===== src/rtl/dma_copy_engine_pkg.sv =====
// dma_copy_engine_pkg: register offsets, bit indices and FSM encoding for the copy DMA
package dma_copy_engine_pkg;
    localparam int DMA_XLEN  = 32;
    localparam int DMA_LEN_W = 16;
    localparam logic [2:0] REG_SRC  = 3'd0;
    localparam logic [2:0] REG_DST  = 3'd1;
    localparam logic [2:0] REG_LEN  = 3'd2;
    localparam logic [2:0] REG_CTRL = 3'd3;
    localparam logic [2:0] REG_STAT = 3'd4;
    localparam logic [2:0] REG_CLR  = 3'd5;
    localparam int CTRL_START = 0;
    localparam int CTRL_IE    = 1;
    localparam int STAT_DONE  = 1;
    localparam int STAT_ERR   = 2;
    typedef enum logic [1:0] {S_IDLE, S_RD, S_WR} state_t;
    function automatic logic misaligned(input logic [1:0] a, input logic [1:0] b, input logic [1:0] c);
        return |{a, b, c};
    endfunction
endpackage


===== src/rtl/dma_copy_engine_regfile.sv =====
// dma_copy_engine_regfile: MMIO decode, programmed registers, status flags and irq
module dma_copy_engine_regfile
    import dma_copy_engine_pkg::*;
#(
    parameter int XLEN  = DMA_XLEN,
    parameter int LEN_W = DMA_LEN_W
) (
    input  logic             clk,
    input  logic             rst_n,
    input  logic             mmio_req,
    input  logic             mmio_we,
    input  logic [2:0]       mmio_off,
    input  logic [XLEN-1:0]  mmio_wdata,
    output logic [XLEN-1:0]  mmio_rdata,
    output logic             mmio_ready,
    input  logic             busy,
    input  logic             done_set,
    input  logic             err_set,
    output logic [XLEN-1:0]  src,
    output logic [XLEN-1:0]  dst,
    output logic [LEN_W-1:0] len,
    output logic             start,
    output logic             irq
);
    logic ie, done, err;
    logic wr, clr_done, clr_err;
    assign wr         = mmio_req && mmio_we;
    assign clr_done   = wr && mmio_off == REG_CLR && mmio_wdata[STAT_DONE];
    assign clr_err    = wr && mmio_off == REG_CLR && mmio_wdata[STAT_ERR];
    assign start      = wr && mmio_off == REG_CTRL && mmio_wdata[CTRL_START] && !busy;
    assign mmio_ready = mmio_req;
    assign irq        = done && ie;
    // register storage; transfer setup is frozen while busy, a same-cycle set beats a clear
    always_ff @(posedge clk or negedge rst_n) begin
        if (!rst_n) begin
            src  <= '0;
            dst  <= '0;
            len  <= '0;
            ie   <= 1'b0;
            done <= 1'b0;
            err  <= 1'b0;
        end else begin
            if (wr && !busy && mmio_off == REG_SRC) src <= mmio_wdata;
            if (wr && !busy && mmio_off == REG_DST) dst <= mmio_wdata;
            if (wr && !busy && mmio_off == REG_LEN) len <= mmio_wdata[LEN_W-1:0];
            if (wr && mmio_off == REG_CTRL) ie <= mmio_wdata[CTRL_IE];
            done <= done_set || (done && !clr_done);
            err  <= err_set || (err && !clr_err);
        end
    end
    // combinational read mux, zero when no access is in progress
    always_comb begin
        mmio_rdata = !mmio_req               ? '0 :
                     mmio_off == REG_SRC  ? src :
                     mmio_off == REG_DST  ? dst :
                     mmio_off == REG_LEN  ? XLEN'(len) :
                     mmio_off == REG_CTRL ? XLEN'({ie, 1'b0}) :
                     mmio_off == REG_STAT ? XLEN'({err, done, busy}) : '0;
    end
endmodule


===== src/rtl/dma_copy_engine.sv =====
// dma_copy_engine: word-copy DMA sequencing read/write pairs over a registered memory master
module dma_copy_engine
    import dma_copy_engine_pkg::*;
#(
    parameter int XLEN  = DMA_XLEN,
    parameter int LEN_W = DMA_LEN_W
) (
    input  logic            clk,
    input  logic            rst_n,
    input  logic            dma_mmio_req,
    input  logic            dma_mmio_we,
    input  logic [XLEN-1:0] dma_mmio_addr,
    input  logic [XLEN-1:0] dma_mmio_wdata,
    output logic [XLEN-1:0] dma_mmio_rdata,
    output logic            dma_mmio_ready,
    output logic            dma_mem_req,
    output logic            dma_mem_we,
    output logic [XLEN-1:0] dma_mem_addr,
    output logic [XLEN-1:0] dma_mem_wdata,
    input  logic [XLEN-1:0] dma_mem_rdata,
    input  logic            dma_mem_ready,
    output logic            irq
);
    state_t state, state_d;
    logic [XLEN-1:0]  src, dst, cur_src, cur_dst, src_d, dst_d, addr_d, wdata_d;
    logic [LEN_W-1:0] len, rem, rem_d;
    logic             start, busy, done_set, err_set, req_d, we_d;
    logic             unused_addr;
    assign unused_addr = ^{dma_mmio_addr[XLEN-1:5], dma_mmio_addr[1:0]};
    assign busy = state != S_IDLE;
    dma_copy_engine_regfile #(.XLEN(XLEN), .LEN_W(LEN_W)) u_regs (
        .clk        (clk),
        .rst_n      (rst_n),
        .mmio_req   (dma_mmio_req),
        .mmio_we    (dma_mmio_we),
        .mmio_off   (dma_mmio_addr[4:2]),
        .mmio_wdata (dma_mmio_wdata),
        .mmio_rdata (dma_mmio_rdata),
        .mmio_ready (dma_mmio_ready),
        .busy       (busy),
        .done_set   (done_set),
        .err_set    (err_set),
        .src        (src),
        .dst        (dst),
        .len        (len),
        .start      (start),
        .irq        (irq)
    );
    // state register
    always_ff @(posedge clk or negedge rst_n) begin
        if (!rst_n) state <= S_IDLE;
        else        state <= state_d;
    end
    // next state and next values of the registered memory port and working copies
    always_comb begin
        state_d  = state;
        src_d    = cur_src;
        dst_d    = cur_dst;
        rem_d    = rem;
        req_d    = dma_mem_req;
        we_d     = dma_mem_we;
        addr_d   = dma_mem_addr;
        wdata_d  = dma_mem_wdata;
        done_set = 1'b0;
        err_set  = 1'b0;
        case (state)
            S_IDLE: if (start) begin
                if (misaligned(src[1:0], dst[1:0], len[1:0])) begin
                    err_set  = 1'b1;
                    done_set = 1'b1;
                end else if (len == '0) begin
                    done_set = 1'b1;
                end else begin
                    src_d   = src;
                    dst_d   = dst;
                    rem_d   = len;
                    req_d   = 1'b1;
                    we_d    = 1'b0;
                    addr_d  = src;
                    state_d = S_RD;
                end
            end
            S_RD: if (dma_mem_ready) begin
                wdata_d = dma_mem_rdata;
                we_d    = 1'b1;
                addr_d  = cur_dst;
                state_d = S_WR;
            end
            S_WR: if (dma_mem_ready) begin
                src_d   = cur_src + XLEN'(4);
                dst_d   = cur_dst + XLEN'(4);
                rem_d   = rem - LEN_W'(4);
                we_d    = 1'b0;
                addr_d  = cur_src + XLEN'(4);
                req_d   = rem != LEN_W'(4);
                done_set = rem == LEN_W'(4);
                state_d = rem == LEN_W'(4) ? S_IDLE : S_RD;
            end
            default: state_d = S_IDLE;
        endcase
    end
    // datapath registers; reset drops the memory request immediately
    always_ff @(posedge clk or negedge rst_n) begin
        if (!rst_n) begin
            cur_src       <= '0;
            cur_dst       <= '0;
            rem           <= '0;
            dma_mem_req   <= 1'b0;
            dma_mem_we    <= 1'b0;
            dma_mem_addr  <= '0;
            dma_mem_wdata <= '0;
        end else begin
            cur_src       <= src_d;
            cur_dst       <= dst_d;
            rem           <= rem_d;
            dma_mem_req   <= req_d;
            dma_mem_we    <= we_d;
            dma_mem_addr  <= addr_d;
            dma_mem_wdata <= wdata_d;
        end
    end
endmodule


===== config.mk =====
export PLATFORM = sky130hd
export DESIGN_NAME = dma_copy_engine
export DESIGN_NICKNAME = d
export VERILOG_FILES = /design/src/rtl/dma_copy_engine_pkg.sv /design/src/rtl/dma_copy_engine_regfile.sv /design/src/rtl/dma_copy_engine.sv
export SDC_FILE = /design/constraint.sdc
export NUM_CORES = 1
export LEC_CHECK = 0
export CAP_MARGIN = 20
export CELL_PAD_IN_SITES_DETAIL_PLACEMENT = 0
export CELL_PAD_IN_SITES_GLOBAL_PLACEMENT = 1
export CORE_UTILIZATION = 39
export CTS_BUF_LIST = sky130_fd_sc_hd__clkbuf_8
export DETAILED_ROUTE_END_ITERATION = 10
export GPL_TIMING_DRIVEN = 0
export HOLD_SLACK_MARGIN = 0.08
export PLACE_DENSITY_LB_ADDON = 0.3
export RECOVER_POWER = 25
export REMOVE_ABC_BUFFERS = 1
export SLEW_MARGIN = 20
export SYNTH_ARGS = -nofsm -noshare
export SYNTH_HDL_FRONTEND = slang
export SYNTH_SLANG_ARGS = --single-unit

===== constraint.sdc =====
create_clock -name clk -period 2.4 [get_ports clk]
set_clock_uncertainty 0.2 [all_clocks]
set_input_delay 0.36 -clock clk [delete_from_list [all_inputs] [get_ports clk]]
set_output_delay 0.36 -clock clk [all_outputs]
set_load 0.005 [all_outputs]

---- Yosys cells after proc, flatten, opt, wreduce, memory -nomap -nowiden ----
Cells that the tools add are included.
storage, ports and cells
  flip-flop bits (word level) ............. 231
  input bits .............................. 101
  output and inout bits ................... 100
  logic and storage cells ................. 110
operators by class
  add/sub/neg operators ................... 3
  eq/ne operators ......................... 14
  mux-type cells .......................... 49
  reduce and logical (&&, ||, !) cells .... 30
operator list
  operator               number
  $mux 32                14
  $pmux 32 s2            2
  $pmux 32 s3            1
  $add 32x3->32 const B  2
  $mux 16                4
  $pmux 16 s2            1
  $mux 1                 17
  $eq 16x3->1 const B    1
  $logic_not 16->1       1
  $ne 16x3->1 const B    1
  $sub 16x3->16 const B  1
  $logic_and 1x1->1      14
  $mux 2                 5
  $ne 2x2->1 const B     5
  $reduce_and 5->1       2
  $eq 3x2->1 const B     2
  $eq 3x3->1 const B     2
  $pmux 2 s3             1
  $reduce_and 6->1       1
  $reduce_or 6->1        1
  $pmux 1 s2             2
  $reduce_bool 2->1      2
  $eq 3x1->1 const B     1
  $logic_not 1->1        3
  other kinds (9)        10

---- Longest topological paths before layout ----
Gate-level depths: netlist of run 1.
  depth in word-level cells ............... 7
  depth in mapped cells ................... 11
  mapped depth without buffers ............ 8

---- Modules after synthesis ----
Synthesis of run 1 repeated with hierarchy kept, for this count alone.
unflattened totals
  cell total of the unflattened synthesis .. 1357
  area, all modules ....................... 13357.8 um2
by module, submodules not included
  module                   instances  cells an instance  area each (um2)  sequential area each (um2)
  dma_copy_engine          1          1050               9277.6           3703.6
  dma_copy_engine_regfile  1          307                4080.2           2077.0

---- Worst setup path after synthesis of run 1 ----
No wires, ideal clock.
  path type ............................... reg2reg
  start ................................... reg state[0]
  end ..................................... reg cur_dst[0]
  setup time .............................. 125 ps
  arrival time ............................ 2221 ps
  data required time ...................... 2075 ps
  setup slack ............................. -146 ps
  cell stages (with the launch flop) ...... 11
  path buffers ............................ 2
  period minus slack after synthesis ...... 2546 ps
  cells stage by stage .................... dfrtp_1 inv_1 ha_1 nor4b_1 nand4_1 or2_0 buf_2 and3_1 buf_2 nand2_4 mux2_2
between the ends
  cells in the longest elaborated chain, start to end .. 5
  elaborated cells on any way between the ends .. 12
  classes of those cells .................. eq/ne (5); mux (1); reduce/logical (6)
ends and longest elaborated chain
  what                               RTL line                       text
  from (decl)                        dma_copy_engine.sv:24          state_t state, state_d;
  from (signal assigned)             dma_copy_engine.sv:52          else state <= state_d;
  $reduce_bool 2->1                  dma_copy_engine.sv:30          assign busy = state != S_IDLE;
  $logic_not 1->1                    dma_copy_engine_regfile.sv:30  assign start = wr && mmio_off == REG_CTRL && mmio_wdata[CTRL_START] && !busy;
  $logic_and 1x1->1                  dma_copy_engine_regfile.sv:30
  $ne 2x2->1 (no source line)        n/a
  $reduce_and 5->1 (no source line)  n/a
  to (signal assigned)               dma_copy_engine.sv:114         cur_dst <= dst_d;
  to (decl)                          dma_copy_engine.sv:25          logic [XLEN-1:0] src, dst, cur_src, cur_dst, src_d, dst_d, addr_d, wdata_d;
Parallel ways exist; a longest one is shown, timed or not.
A chain may end at the register's enable or synchronous reset.

---- Worst setup path after layout of run 1 ----
  start ................................... in dma_mem_ready
  end ..................................... reg cur_src[28]
between the ends
  cells in the longest elaborated chain, start to end .. 2
ends and longest elaborated chain
  what                               RTL line                text
  from (decl)                        dma_copy_engine.sv:21   input logic dma_mem_ready,
  $ne 2x2->1 (no source line)        n/a
  $reduce_and 5->1 (no source line)  n/a
  to (signal assigned)               dma_copy_engine.sv:113  cur_src <= src_d;
  to (decl)                          dma_copy_engine.sv:25
Every way passes these cells.

==> results of run 1 <==
layer usage:
layer | GRT usage | wire length, um | up-vias | part of all wire
li1 | - | - | 5216 | -
met1 | 0.368 | 19600 | 5986 | 0.41
met4 | 0.0845 | 1760 | 0 | 0.037
met3 | 0.0588 | 4590 | 137 | 0.096
met5 | 0 | 0 | - | 0
met2 | 0.423 | 21800 | 657 | 0.46
cell families (layout without fill, tap and decap cells):
| family | after synthesis | in the layout | share of synthesized area |
|---|---|---|---|
| AOI/OAI and AO/OA | 328 | 329 | 0.177 |
| xor gates and xnor gates | 24 | 24 | 0.0171 |
| adders and majority gates | 9 | 9 | 0.00915 |
| buffers and inverters | 109 | 407 | 0.0376 |
| DFF | 231 | 231 | 0.470 |
| muxes | 131 | 131 | 0.120 |
| and+or+nand+nor | 406 | 414 | 0.170 |
layout by cell type, fill, tap and decap left out, types with 12 or more instances in the layout:
cell type and instances:
dfrtp_1 211, clkdlybuf4s50_1 139, mux2_2 113, nor2_1 90
buf_4 89, nand2_1 73, clkbuf_8 51, o21ai_0 46
a21oi_1 44, a22oi_1 35, nand4_1 34, o21ai_1 31
nand3_1 27, nor2b_1 24, inv_1 23, nor3_1 22
buf_6 20, dfrtp_2 20, buf_12 19, nor4_1 18
a21oi_2 17, a221oi_1 17, xnor2_1 16, o31ai_4 16
dlygate4sd2_1 14, nand2_4 13, o22ai_2 13, nand2_2 12
report_power, final:
part	internal (mW)	switching [mW]	total (mW)
combinational	6.78	7.22	14.0
clock	2.01	1.70	3.71
sequential	5.49	1.80	7.29
synth_stat cells (all sizes together), types with 4 or more instances:
| cell | count | share of area |
|---|---|---|
| o21a | 5 | 0.0031 |
| mux2i | 9 | 0.0073 |
| and4 | 5 | 0.0038 |
| xor2 | 8 | 0.0057 |
| nor2 | 96 | 0.029 |
| nand4 | 35 | 0.019 |
| a21oi | 63 | 0.026 |
| and2 | 8 | 0.0041 |
| a21o | 8 | 0.0049 |
| inv | 13 | 0.0040 |
| clkbuf | 53 | 0.016 |
| xnor2 | 16 | 0.011 |
| nand3 | 40 | 0.017 |
| nor2b | 24 | 0.012 |
| nor4 | 30 | 0.016 |
| buf | 41 | 0.017 |
| o211ai | 4 | 0.0024 |
| a22oi | 36 | 0.022 |
| a211oi | 5 | 0.0031 |
| a221oi | 27 | 0.019 |
| or2 | 6 | 0.0031 |
| o2bb2ai | 11 | 0.0078 |
| o21ai | 80 | 0.033 |
| ha | 9 | 0.0091 |
| mux2 | 121 | 0.11 |
| a32oi | 7 | 0.0050 |
| nand2b | 4 | 0.0020 |
| and3 | 12 | 0.0061 |
| nand2 | 100 | 0.031 |
| or4 | 9 | 0.0061 |
| o31ai | 28 | 0.017 |
| nor3 | 26 | 0.012 |
| o22ai | 22 | 0.011 |
| dfrtp | 231 | 0.47 |
state kept, by name (all words and copies together) (netlist names):
register,flops
u_regs.err,1
u_regs.src,32
state,2
dma_mem_req,1
dma_mem_we,1
cur_src,32
u_regs.dst,32
dma_mem_wdata,32
cur_dst,32
rem,16
u_regs.done,1
dma_mem_addr,32
u_regs.ie,1
u_regs.len,16
layout make-up:
type | count | area (um2)
clock buffers | 51 | 702
clock inverters | 18 | 105
fillers | 2539 | 12700
inverters | 15 | 92.6
multi-input cells | 907 | 7400
flip-flops and latches | 231 | 5810
well taps | 396 | 495
repair buffers | 322 | 3520
repair inverters | 1 | 8.76
through the flow:
step / utilization / cell area (um2)
after floorplan: - / 11900
after global placement: 0.458 / 14100
after detailed placement: 0.471 / 14500
after CTS: 0.533 / 16400
after global routing: 0.588 / 18100
final: 0.588 / 18100
worst register-to-register path: stages (launching register included):
cell and delay [ps]:
dfrtp_1 400, inv_2 120, ha_4 190, buf_4 140
buf_8 120, o211ai_1 140, buf_4 200, buf_6 160
nor2_4 240, buf_12 210, nor2_1 60, a221o_1 250
worst min-delay path by stage:
stage | startpoint | cells after the start | to | slack, ps
after floorplan | rst_n | 0 | cur_dst[0] | -140
after global placement | dma_mem_addr[1] | 2 | dma_mem_addr[1] | 260
after detailed placement | rst_n | 1 | u_regs.src[3] | 240
after CTS | dma_mmio_addr[2] | 5 | u_regs.err | 100
after global routing | dma_mmio_addr[2] | 5 | u_regs.err | 160
final | dma_mmio_addr[2] | 5 | u_regs.err | 100
repair_timing:
| item | CTS | global route |
|---|---|---|
| buffers inserted | 75 | 45 |
| endpoints found under the setup margin | 231 | 146 |
| hold buffers | 3 | 0 |
| gates cloned | 7 | 16 |
| gates resized for setup | 156 | 245 |
| hold endpoints to repair | 96 | 0 |
| pin swaps | 19 | 63 |
==> metrics.txt, run 1 <==
status complete, but fails checks; failing checks DRC, setup timing; global route overflow 0; WHS 96.1 ps; Gate Count Post-Synth 1,238; DR pass1 iterations 8; initial antenna violation count 0; # setup viols final 100; Nets 1,630; ANT cells 0; Max-cap violations 0; Crit path max-delay family buffers and inverters; Cell Rows 64; CTS H-tree lvls 2; Max stage delay on crit path 890 ps; Setup WS pre-CTS -2070 ps; Starting Density 0.399; min Tclk post-route 2590 ps; maximum clock path buffer count 3; critical path's slowest cell clkdlybuf4s50_1; All-Layer GR Usage 0.268; later-pin clock latency in the skew report 580 ps; Crit path depth 9; vias in the first global route 11.5k; share of cells above drive strength 1 0.353; Tcrit/Tclk final 1.08; R2R setup slack -180 ps; final non-filler cell total 1,941; Yosys reg bits 231; worst path bufs/invs 4; pwr/cell area 1380 nW/um2; Syn Area/Cell 9.94 um2; DIE AREA 32,300 um2; number of DRC markers in iteration 0 1,270; Routed WL per cell 24.6 um; Peak supply drop 0.722 mV; crit end category flip-flop; CTS tree done; setup TNS -7420 ps; Port Buffer Count 171; Startpoint Class primary input; library cells used by synthesis 78; Critical Path RT 2630 ps; RSZ-0062 raised after global routing true; CP Class in2reg; Reg-to-Reg End cur_src[28]; Total Power 25.0 mW; synthesized area 12,300 um2; worst min path class in2reg; Fmax 386 MHz; post-DP HPWL 26,600 um; synth-to-layout area growth 47.3%; TritonCTS buffer count 42; worst r2r src state[0]; CP Capture Point cur_src[28]; antenna-violating nets left 0; CP Max Fanout 11; Cells after DPL 1,727; largest net degree at the start of global routing 96; DRC 8; most common flop cell mapped by yosys dfrtp_1; clk root buf clkbuf_8; Routed WL 47,800 um; asr flop ratio synth 1.00; GPL Wtd Cong 0.836; Ys Warns 0; post-synthesis sequential area ratio 0.470; PnR worst setup slack -194 ps; Via Count 12.0k; slew margin rel. 0.520; clk slew on worst S/H paths 70 ps; Leak 7.58 nW; fin. max-slew vios 0; Chip Width 180 um; Die Y 180 um; CP arrival 2820 ps; via/cell ratio 6.18; CTS sink count 231; worst slew pin tran 720 ps; r2r worst-path depth 11; final count of hold timing violations 0; EDFF count, synth 0; # IOs 201; first-pass GRT wire length 67,900 um; critical-path cell list clkdlybuf4s50_1, nand2b_4, o211ai_1, buf_4, buf_6, nor2_4, buf_12, nor2_1, a221o_1; Core Area 30,800 um2; CP startpoint dma_mem_ready
Note: power is estimated with default switching activity, not from simulation.
==> run 2, diff against run 1 <==
Settings changed: CORE_UTILIZATION 39 to 32.
==> metrics.txt, run 2 (synthesis gave the netlist of run 1 again) <==
area of the multi-input gates 7420 um2; vias in the first global route 11.8k; All-Layer GR Usage 0.246; Critical Path RT 2690 ps; clk root buf clkbuf_8; worst min path class in2reg; ANT cells 0; setup TNS -15,270 ps; CTS tree done; R2R setup slack -230 ps; critical path's slowest cell or4_1; Reg-to-Reg End cur_dst[6]; post-DP HPWL 28,800 um; later-pin clock latency in the skew report 590 ps; Routed WL 50,200 um; hold path endpoint u_regs.err; final count of hold timing violations 0; worst path bufs/invs 5; crit end category flip-flop; WL met3 3960 um; Max-cap violations 0; WL met1 21,100 um; number of DRC markers in iteration 0 949; Via Count 12.0k; worst slew pin tran 1020 ps; status complete, but fails checks; Fmax 380 MHz; metal2 WL 23,400 um; share of cells above drive strength 1 0.361; maximum clock path buffer count 3; CTS sink count 231; Startpoint Class flip-flop; Total Power 25.9 mW; fillcell total 3,401; CTS H-tree lvls 2; # setup viols final 127; slew margin rel. 0.319; Hold Crit Start dma_mmio_addr[3]; Cell Rows 71; synth-to-layout area growth 51.5%; Tcrit/Tclk final 1.10; initial antenna violation count 0; Port Buffer Count 171; failing checks setup timing; DIE AREA 39,300 um2; commonest non-fill, non-tap cell in the layout dfrtp_1; # IOs 201; Max stage delay on crit path 520 ps; sequential cell area 5800 um2; Chip Width 198 um; CP Class reg2reg; cell mode on critical path buf_6; clk slew on worst S/H paths 70 ps; worst r2r src state[1]; Nets 1,648; Leak 7.81 nW; DR pass1 iterations 7; GPL Wtd Cong 0.845; cell depth of the worst hold path 4; final instance area 18,600 um2; min Tclk post-route 2630 ps; Area after DPL 14,700 um2; Setup WS pre-CTS -2260 ps; top sig layer met4; Starting Density 0.326; CP arrival 2930 ps; antenna-violating nets left 0; Core Area 37,800 um2; Crit path max-delay family simple AND/OR/NAND/NOR gates; PnR worst setup slack -232 ps; DRC 0; first-pass GRT wire length 73,100 um; TritonCTS buffer count 42; CP Max Fanout 8; most frequent cells in the layout dfrtp_1 (216), clkdlybuf4s50_1 (139), mux2_2 (108), buf_4 (93), nor2_1 (89); pwr/cell area 1390 nW/um2; global route overflow 0; largest net degree at the start of global routing 70; r2r worst-path depth 12; via/cell ratio 5.77; Peak supply drop 0.664 mV; fin. max-slew vios 0; Die Y 198 um; critical-path cell list inv_4, ha_4, nor4b_4, nand4_1, buf_6, buf_6, o21a_4, buf_12, nand2_8, buf_16, or4_1, nand3_1; Routed WL per cell 24.2 um; RSZ-0062 raised after global routing true
-- run 2: changes by cell type in the layout (fill, tap and decap cells not counted), moves of 8 or more --
cell	before	now
o22ai_2	13	3
o22ai_1	9	19
o21ai_1	31	22
o21ai_2	1	9
a221oi_1	17	9
nand2_1	73	65
nand2_4	13	21
a21oi_1	44	57
a21oi_2	17	6
-- run 2: per-stage QoR --
step                utilization  hold WS [ps]  std cells
finish                    0.494          73.4       2077
global route              0.494           100       2077
CTS                       0.464           126       2040
detailed placement        0.391          51.6       1848
global placement          0.377           263       1826
floorplan                     -          -136       1144
-- run 2: worst reg2reg max path: cells and delay by family, from the launching register on --
| kind | cells | cell delay (ps) |
|---|---|---|
| adder cells (fa/ha/maj) | 1 | 170 |
| AO/OA/AOI/OAI | 1 | 190 |
| flip-flops | 1 | 410 |
| AND/OR/NAND/NOR | 5 | 950 |
| buffers and inverters | 5 | 620 |
-- run 2: what timing repair did --
action                                 CTS  global route
gates cloned                            19             8
resized for setup                      228           184
setup endpoints to repair              263           176
pin swaps                               49            80
hold buffers                             5             0
endpoints found under the hold margin  164             0
buffers inserted                        96            35
-- run 2: worst max-delay path by stage --
stage               slack (ps)         start               end  cells after the start
floorplan                -2950      state[0]   dma_mem_addr[2]                      7
global placement         -9800         rst_n  dma_mem_wdata[2]                      1
detailed placement       -2260  dma_mmio_req        cur_src[9]                      8
CTS                       -170      state[1]        cur_dst[8]                     12
global route              -290      state[0]   dma_mem_addr[8]                     12
finish                    -230      state[1]        cur_dst[6]                     12
-- run 2: where the power goes --
part / total (mW) / leakage [nW] / internal [mW] / switching (mW)
registers: 7.21 / 2.84 / 5.48 / 1.73
clock network: 3.87 / 0.487 / 2.13 / 1.74
logic: 14.9 / 4.48 / 7.39 / 7.46
total: 25.9 / 7.81 / 15.0 / 10.9
-- run 2: per-layer routing --
metal	global-route usage	vias to the layer above
li1	-	5257
met4	0.0850	0
met3	0.0502	113
met5	0	-
met1	0.333	6046
met2	0.389	569
-- run 2: layout make-up --
cell class / count / area share
repair buffers: 341 / 0.205
repair inverters: 1 / 0.000470
flip-flops and latches: 231 / 0.311
clock buffers: 58 / 0.0428
well taps: 511 / 0.0343
multi-input cells: 906 / 0.398
clock inverters: 14 / 0.00302
inverters: 15 / 0.00550
